<file path="config.mk">
export PLATFORM = sky130hd
export DESIGN_NAME = ce_rate_gen
export DESIGN_NICKNAME = d
export VERILOG_FILES = /design/src/rtl/ce_rate_gen_pkg.sv /design/src/rtl/ce_rate_chan.sv /design/src/rtl/ce_rate_gen.sv
export SDC_FILE = /design/constraint.sdc
export NUM_CORES = 1
export LEC_CHECK = 0
export ABC_AREA = 1
export BUFFER_PORTS_ARGS = -buffer_cell sky130_fd_sc_hd__clkbuf_2
export CAP_MARGIN = 20
export CORE_UTILIZATION = 58
export CTS_CLUSTER_DIAMETER = 80
export DETAILED_ROUTE_END_ITERATION = 8
export GPL_TIMING_DRIVEN = 0
export PLACE_DENSITY = 0.85
export SLEW_MARGIN = 20
export SYNTH_ARGS = -nofsm -noshare
export SYNTH_HDL_FRONTEND = slang
export SYNTH_HIERARCHICAL = 1
export SYNTH_SLANG_ARGS = --single-unit
</file>
<file path="constraint.sdc">
create_clock -name clk -period 1.6 [get_ports clk]
set_clock_uncertainty 0.15 [all_clocks]
set_input_delay 0.08 -clock clk [delete_from_list [all_inputs] [get_ports clk]]
set_output_delay 0.08 -clock clk [all_outputs]
set_load 0.005 [all_outputs]
</file>
<file path="src/rtl/ce_rate_gen_pkg.sv">
// Shared constants, types and helpers for the clock-enable generator.
// Optional negative-phase enables are controlled by the CE_RATE_GEN_NEG_EN macro.
package ce_rate_gen_pkg;

   localparam int DIVW_DEFAULT = 7;

   typedef logic [DIVW_DEFAULT-1:0] div_t;

   // Mid-period compare point, computed wide so d at its maximum cannot overflow
   function automatic int unsigned neg_point(input int unsigned d);
      return (d + 1) >> 1;
   endfunction

endpackage

</file>
<file path="src/rtl/ce_rate_chan.sv">
// One clock-enable channel: divider counter, deferred-pulse logic and sticky miss flag.
// The ce_n comparator and register exist only when CE_RATE_GEN_NEG_EN is defined.
module ce_rate_chan
   import ce_rate_gen_pkg::*;
#(
   parameter int DIVW      = DIVW_DEFAULT,
   parameter int DIV_RESET = 111
) (
   input  logic            clk,
   input  logic            reset_n,
   input  logic            en,
   input  logic [DIVW-1:0] div,
   input  logic            stall,
   input  logic            miss_clr,
   output logic            ce_p,
   output logic            ce_n,
   output logic            miss
);

   logic [DIVW-1:0] cnt;
   logic [DIVW-1:0] div_cur;
   logic            pend;
   logic            tick;
   logic            wrap;
   logic            miss_set;
   logic            ce_p_next;
   logic            pend_next;

   assign wrap     = (cnt == div_cur);
   assign tick     = en & (cnt == '0);
   assign miss_set = tick & pend;

   // The divisor is only sampled at the wrap, so a running period is never cut short
   always_ff @(posedge clk or negedge reset_n) begin
      if (!reset_n) begin
         cnt     <= '0;
         div_cur <= DIVW'(DIV_RESET);
      end else if (en) begin
         if (wrap) begin
            cnt     <= '0;
            div_cur <= div;
         end else begin
            cnt <= cnt + 1'b1;
         end
      end
   end

   always_comb begin
      ce_p_next = 1'b0;
      pend_next = pend;
      if (en) begin
         if (tick) begin
            if (stall) begin
               pend_next = 1'b1;
            end else begin
               ce_p_next = 1'b1;
               pend_next = 1'b0;
            end
         end else if (pend && !stall) begin
            ce_p_next = 1'b1;
            pend_next = 1'b0;
         end
      end
   end

   // A new miss in the same cycle as miss_clr must survive the clear
   always_ff @(posedge clk or negedge reset_n) begin
      if (!reset_n) begin
         ce_p <= 1'b0;
         pend <= 1'b0;
         miss <= 1'b0;
      end else begin
         ce_p <= ce_p_next;
         pend <= pend_next;
         miss <= miss_set | (miss & ~miss_clr);
      end
   end

`ifdef CE_RATE_GEN_NEG_EN
   logic neg_hit;

   assign neg_hit = en & (div_cur != '0) &
                    (32'(cnt) == neg_point(32'(div_cur)));

   always_ff @(posedge clk or negedge reset_n) begin
      if (!reset_n) begin
         ce_n <= 1'b0;
      end else begin
         ce_n <= neg_hit;
      end
   end
`else
   assign ce_n = 1'b0;
`endif

endmodule

</file>
<file path="src/rtl/ce_rate_gen.sv">
// Multi-channel clock-enable generator: one ce_rate_chan per channel, each with its own divisor slice.
// Define CE_RATE_GEN_NEG_EN to build the mid-period ce_n outputs.
module ce_rate_gen
   import ce_rate_gen_pkg::*;
#(
   parameter int NCH       = 3,
   parameter int DIVW      = DIVW_DEFAULT,
   parameter int DIV_RESET = 111
) (
   input  logic                clk,
   input  logic                reset_n,
   input  logic                en,
   input  logic [NCH*DIVW-1:0] div,
   input  logic [NCH-1:0]      stall,
   input  logic                miss_clr,
   output logic [NCH-1:0]      ce_p,
   output logic [NCH-1:0]      ce_n,
   output logic [NCH-1:0]      miss
);

   for (genvar i = 0; i < NCH; i++) begin : g_chan
      ce_rate_chan #(
         .DIVW      (DIVW),
         .DIV_RESET (DIV_RESET)
      ) u_chan (
         .clk      (clk),
         .reset_n  (reset_n),
         .en       (en),
         .div      (div[i*DIVW +: DIVW]),
         .stall    (stall[i]),
         .miss_clr (miss_clr),
         .ce_p     (ce_p[i]),
         .ce_n     (ce_n[i]),
         .miss     (miss[i])
      );
   end

endmodule

</file>
==> reports/results.tsv, run 1 <==
stage	metric	value	unit
outcome	status	completed	
route	DR pass1 iterations	5	
yosys	Synth Flop Type	dfrtp_1	
route	initial drt markers	140	
placed_design	DP HPWL	4170	um
clock_tree	Worst-path clk slew	100	ps
floorplanning	total core area	4750	um2
yosys	Cell Area, Synth	2880	um2
floorplanning	starting density of the core	0.605	
clock_tree	CTS tree	built	
worst_setup_path	crit end category	flop	
route	WL/cell	12.0	um
grt	initial antenna violation count	0	
timing	Tcrit/Tclk final	0.979	
worst_setup_path	RR Startpoint	g_chan[2].u_chan/cnt[0]	
layout	Fillers	338	
power_and_ir_drop	Int Power	0.00266	W
worst_setup_path	Worst EP arrival	1620	ps
worst_setup_path	R2R cell count	7	
yosys	Post-Syn Instances	396	
layout	Nets	503	
run	max cap viols	0	
yosys	Yosys Warn Count	6	
floorplanning	die span in y	72.4	um
yosys	synth top area cells	dfrtp_1, nand2_1, dfstp_2	
worst_setup_path	CP max FO	8	
worst_setup_path	crit path from	g_chan[2].u_chan/cnt[0]	
layout	ANT cells	0	
timing	RSZ-0062 raised after global routing	true	
grt	global route total overflow	0	
layout	Area Overhead vs Synth	29.5	%
power_and_ir_drop	P_sw	0.00185	W
timing	Slew @ Worst Pin	690	ps
route	DR vias/cell	4.99	
clock_tree	clk root buf	clkbuf_8	
power_and_ir_drop	clock power share	0.176	
grt	vias in the first global route	2566	
clock_tree	insertion delay to the later sink of the worst-skew pair	300	ps
clock_tree	CTS Buffer Depth	2	
power_and_ir_drop	Lkg Pwr	1.82	nW
grt	first-pass GRT wire length	10500	um
timing	setup TNS	0	ps
placed_design	I/O Buffers	33	
grt	Global Route Usage Sum	0.254	
route	WL final	6440	um
yosys	number of synthesized flops with an enable pin	0	
worst_setup_path	Startpoint Class	flop	
placed_design	worst slack at placement	1.51	ps
floorplanning	# rows	25	
timing	Final Setup Violations	0	
floorplanning	I/O pins	37	
floorplanning	die area	5240	um2
route	DRC	0	
yosys	top-count cell post-synth	nand2_1	
layout	share of cells above drive strength 1	0.287	
grt	largest net degree at the start of global routing	52	
yosys	Synth Net Count	430	
route	Post-DRT Antenna Nets	0	
yosys	#FFs+latches synth	51	
power_and_ir_drop	Logic pwr share	0.380	
floorplanning	die width	72.4	um
clock_tree	H-tree depth	2	
route	routed via count	2678	
yosys	asr flop ratio synth	1.00	
power_and_ir_drop	Seq pwr share	0.444	
min_path	worst hold path type	in2async	
yosys	Post-Syn Area per Cell	7.26	um2
clock_tree	Inserted Clock Buffers	5	
power_and_ir_drop	Max VDD drop	0.693	mV
worst_setup_path	CP required	1660	ps
yosys	Synth area leader	dfrtp_1	
yosys	sequential cell area fraction in the yosys report	0.452	
timing	Slew Limit Fails	0	
timing	fmax	0.638	GHz
timing	Fin. Hold Viols	0	
worst_setup_path	CP Class	reg2reg	
yosys	Netlist cell types	21	
clock_tree	clock sinks	51	
yosys	synth cell count leaders	nand2_1, inv_1, nand3_1	
timing	worst setup margin	33.0	ps
timing	Rel. slew slack	0.540	
yosys	post-synth top area share	0.287	
power_and_ir_drop	PwrDens	1210	nW/um2
timing	shortest period the worst path allows	1570	ps
power_and_ir_drop	switch share	0.411	
placed_design	gpl congestion	0.864	
[worst max-delay path, cell delays in order, from the launching register on]
cell	delay (ps)
dfrtp_1	430
buf_4	160
xnor2_2	190
nand2_2	90
nor2_4	120
nand3_4	150
inv_4	130
nor2_1	50
[cells in the final DEF (no fill, tap or decap), types with 7 or more instances in the layout]
cell type,instances
dlygate4sd3_1,26
nor2_4,7
nand2_2,12
inv_2,10
nand3_1,29
clkbuf_2,32
inv_1,44
dfstp_2,18
dfrtp_1,29
nand2_1,144
nor2_1,26
nand3_2,10
buf_4,9
o21ai_0,8
[path summary, 6_finish.rpt]
check                                         endpoint  slack, ps
max                            g_chan[2].u_chan/cnt[2]         30
min                              g_chan[2].u_chan/miss        220
max reg2reg                    g_chan[2].u_chan/cnt[2]         30
min reg2reg                g_chan[1].u_chan/div_cur[6]        330
max in group asynchronous      g_chan[0].u_chan/cnt[0]        580
min in group clk                 g_chan[2].u_chan/ce_p        230
[area by class of cell]
| cell class | instances | area [um2] | area share |
|---|---|---|---|
| tap | 67 | 83.8 | 0.0225 |
| clock buffer | 6 | 82.6 | 0.0222 |
| timing repair buffer | 66 | 493 | 0.132 |
| buffer | 6 | 37.5 | 0.0101 |
| inverter | 57 | 221 | 0.0595 |
| sequential | 51 | 1300 | 0.350 |
| clock inverter | 2 | 16.3 | 0.00437 |
| multi-input combinational | 282 | 1490 | 0.399 |
[metal layers]
metal	track usage	up-vias	wire length, um
li1	-	1358	-
met3	0.0458	12	279
met1	0.313	1237	2830
met4	0.0763	0	99
met5	0	-	0
met2	0.454	71	3230
[sequential cells by signal, indices dropped and copies added (netlist names)]
register	cells
g_chan.u_chan/ce_p	3
g_chan.u_chan/cnt	21
g_chan.u_chan/div_cur	21
g_chan.u_chan/miss	3
g_chan.u_chan/pend	3
[logic make-up after synthesis]
family	after synthesis	synth area share
flops	51	0.452
buf+inv	63	0.0875
compound gates	12	0.0209
other cells	3	0.00392
fa+ha+maj	6	0.0261
simple gates	252	0.383
xor+xnor	9	0.0274
[per-stage QoR]
stage	power [W]	hold slack, ps	instances	cell area, um2	utilization
after floorplan	0.00303	-366	396	2880	-
after global placement	0.00330	113	496	3120	0.657
after detailed placement	0.00338	39.5	496	3130	0.658
after CTS	0.00423	170	530	3490	0.735
after global routing	0.00485	247	537	3720	0.783
final	0.00451	220	537	3720	0.783
[power groups by stage]
stage          Sequential [W]  Clock (W)  Combinational [W]
2_1_floorplan         0.00190          0            0.00113
3_3_place_gp          0.00197          0            0.00133
3_5_place_dp          0.00199          0            0.00139
4_1_cts               0.00197   0.000807            0.00145
5_1_grt               0.00205   0.000852            0.00194
6_report              0.00200   0.000796            0.00171
[repair_timing]
item                                   4_1_cts  5_1_grt
hold buffers                                26        0
setup endpoints to repair                    5       38
endpoints found under the hold margin       63        0
buffers inserted                             0        7
gates resized for setup                      1       50
pin swaps                                    0       18
Power figures use the tool's default switching activity.
==> run 2, diff against run 1 <==
--- a/config.mk
+++ b/config.mk
@@ -13,6 +13,7 @@
 export DETAILED_ROUTE_END_ITERATION = 8
 export GPL_TIMING_DRIVEN = 0
 export PLACE_DENSITY = 0.85
+export SETUP_SLACK_MARGIN = 0.3
 export SLEW_MARGIN = 20
 export SYNTH_ARGS = -nofsm -noshare
 export SYNTH_HDL_FRONTEND = slang
==> reports/results.tsv, run 2 (synthesized netlist as in run 1, its figures left out) <==
stage	metric	value	unit	change
worst_setup_path	Crit-path slowest cell	dfrtp_1		
timing	Final Setup Violations	8		+8
layout	Area Overhead vs Synth	42.3	%	
timing	Min Hold Slack	215	ps	-4.92 ps
worst_setup_path	R2R setup slack	-30	ps	-70 ps
min_path	worst hold path type	in2async		
grt	Global Route Usage Sum	0.269		+0.0150
worst_setup_path	crit end category	flop		
power_and_ir_drop	PwrDens	1270	nW/um2	+4.5%
floorplanning	starting density of the core	0.605		unchanged
grt	vias in the first global route	2562		-0.16%
route	DR vias/cell	5.55		+11%
outcome	violated checks	setup timing		
worst_setup_path	RR Startpoint	g_chan[2].u_chan/cnt[3]		
grt	initial antenna violation count	0		unchanged
run	max cap viols	0		unchanged
floorplanning	total core area	4750	um2	unchanged
clock_tree	Worst-path clk slew	100	ps	about the same
placed_design	I/O Buffers	33		unchanged
timing	Slew @ Worst Pin	693	ps	+2.43 ps
timing	worst setup margin	-33.5	ps	-66.6 ps
power_and_ir_drop	Power Total	0.00518	W	+15%
worst_setup_path	Startpoint Class	flop		
worst_setup_path	CP max FO	8		unchanged
floorplanning	# rows	25		unchanged
layout	commonest cells after routing, fill and taps aside	nand2_1, nand2_2, clkbuf_2		
route	WL final	8770	um	+36%
placed_design	DP Area	3150	um2	+0.72%
clock_tree	CTS Buffer Depth	2		unchanged
timing	RSZ-0062 raised after global routing	true		
worst_setup_path	RR Endpoint	g_chan[2].u_chan/cnt[3]		
route	met1 wire length	3440	um	+21%
worst_setup_path	CP cell instances	inv_2 > nand2_1 > nand2_1 > inv_1 > nand2_2 > nor2_4 > nand3_4 > inv_4 > nor2_1		
route	routed via count	3042		+14%
clock_tree	CTS tree	built		
worst_setup_path	CP endpoint	g_chan[2].u_chan/cnt[3]		
power_and_ir_drop	Lkg Pwr	1.89	nW	+4.1%
layout	Nets	514		+2.2%
placed_design	DP HPWL	4070	um	-2.5%
layout	design area	4090	um2	+9.9%
grt	first-pass GRT wire length	10800	um	+3.0%
route	DRC	0		unchanged
outcome	status	finished, violations left		
clock_tree	clock sinks	51		unchanged
power_and_ir_drop	Max VDD drop	0.840	mV	+21%
route	DR pass1 iterations	5		unchanged
worst_setup_path	max incr delay on CP	440	ps	about the same
grt	global route total overflow	0		unchanged
route	met2 wire length	4340	um	+35%
layout	Fillers	258		-24%
layout	commonest non-fill, non-tap cell in the layout	nand2_1		
placed_design	worst slack at placement	-6.07	ps	-7.58 ps
worst_setup_path	crit-path most repeated cell	nand2_1		
clock_tree	clk root buf	clkbuf_8		
clock_tree	H-tree depth	2		unchanged
floorplanning	die span in y	72.4	um	unchanged
clock_tree	Inserted Clock Buffers	5		unchanged
floorplanning	die width	72.4	um	unchanged
layout	Finished Core Util	0.861		+0.0774
route	top sig layer	met4		
worst_setup_path	R2R cell count	9		+2
worst_setup_path	Worst EP arrival	1700	ps	+80 ps
placed_design	gpl congestion	0.830		-4.0%
timing	fmax	0.612	GHz	-4.1%
timing	shortest period the worst path allows	1630	ps	+66.6 ps
clock_tree	insertion delay to the later sink of the worst-skew pair	320	ps	+20 ps
route	initial drt markers	278		+99%
worst_setup_path	crit path from	g_chan[2].u_chan/cnt[3]		
floorplanning	I/O pins	37		unchanged
worst_setup_path	CP required	1660	ps	about the same
route	WL/cell	16.0	um	+34%
route	Post-DRT Antenna Nets	0		unchanged
layout	share of cells above drive strength 1	0.474		+0.187
layout	top flop regs	g_chan.u_chan/cnt: 21 flops, g_chan.u_chan/div_cur: 21 flops		
route	routed wl met3	568	um	+100%
timing	Fin. Hold Viols	0		unchanged
grt	largest net degree at the start of global routing	52		unchanged
layout	ANT cells	0		unchanged
worst_setup_path	CP Class	reg2reg		
timing	Rel. slew slack	0.538		-0.00162
floorplanning	die area	5240	um2	unchanged
timing	Tcrit/Tclk final	1.02		+0.0416
timing	Slew Limit Fails	0		unchanged
==> run 2: worst min-delay path by stage <==
stage | from | cells past startpoint | slack (ps) | endpoint
global placement | stall[1] | 2 | 120 | g_chan[1].u_chan/ce_p
global route | en | 3 | 260 | g_chan[2].u_chan/ce_p
detailed placement | reset_n | 1 | 40 | g_chan[0].u_chan/miss
CTS | en | 3 | 190 | g_chan[1].u_chan/ce_p
floorplan | reset_n | 0 | -370 | g_chan[0].u_chan/ce_p
finish | reset_n | 2 | 220 | g_chan[0].u_chan/pend
==> run 2: final cells by class <==
cell class              count  area, um2  area share
well taps                  67       83.8      0.0205
flip-flops and latches     51       1310       0.320
inverters                  57        229      0.0559
multi-input cells         282       1760       0.430
clock inverters             2       12.5     0.00306
repair buffers             77        591       0.144
plain buffers               6       37.5     0.00917
clock buffers               6       72.6      0.0177
==> run 2: critical path, delay by kind of cell (launching register included) <==
family	cells	cell delay, ps
and+or+nand+nor	6	600
DFF	1	440
buffers and inverters	3	340
==> run 2: through the flow <==
stage	cells	TNS, ps
finish	548	-126
detailed placement	496	-11.0
global placement	496	0
CTS	540	0
global route	548	-2060
floorplan	396	0
==> run 2: power by group <==
group          leakage, nW  switching, W  total, W  internal, W
Combinational         1.27       0.00147   0.00237     0.000905
Sequential           0.583      0.000413   0.00206      0.00165
Clock               0.0412      0.000444  0.000751     0.000307
==> run 2: timing repair <==
action | in CTS | in global routing
gates cloned | 0 | 0
pin swaps | 29 | 62
endpoints found under the hold margin | 63 | 0
resized for setup | 32 | 121
buffers inserted | 10 | 8
hold buffers | 26 | 0
endpoints found under the setup margin | 51 | 51
==> run 2: routing by layer <==
layer  global-route usage  up-vias
li1                     -     1377
met1                0.330     1438
met2                0.467      178
met3               0.0500       49
met4                0.109        0
met5                    0        -
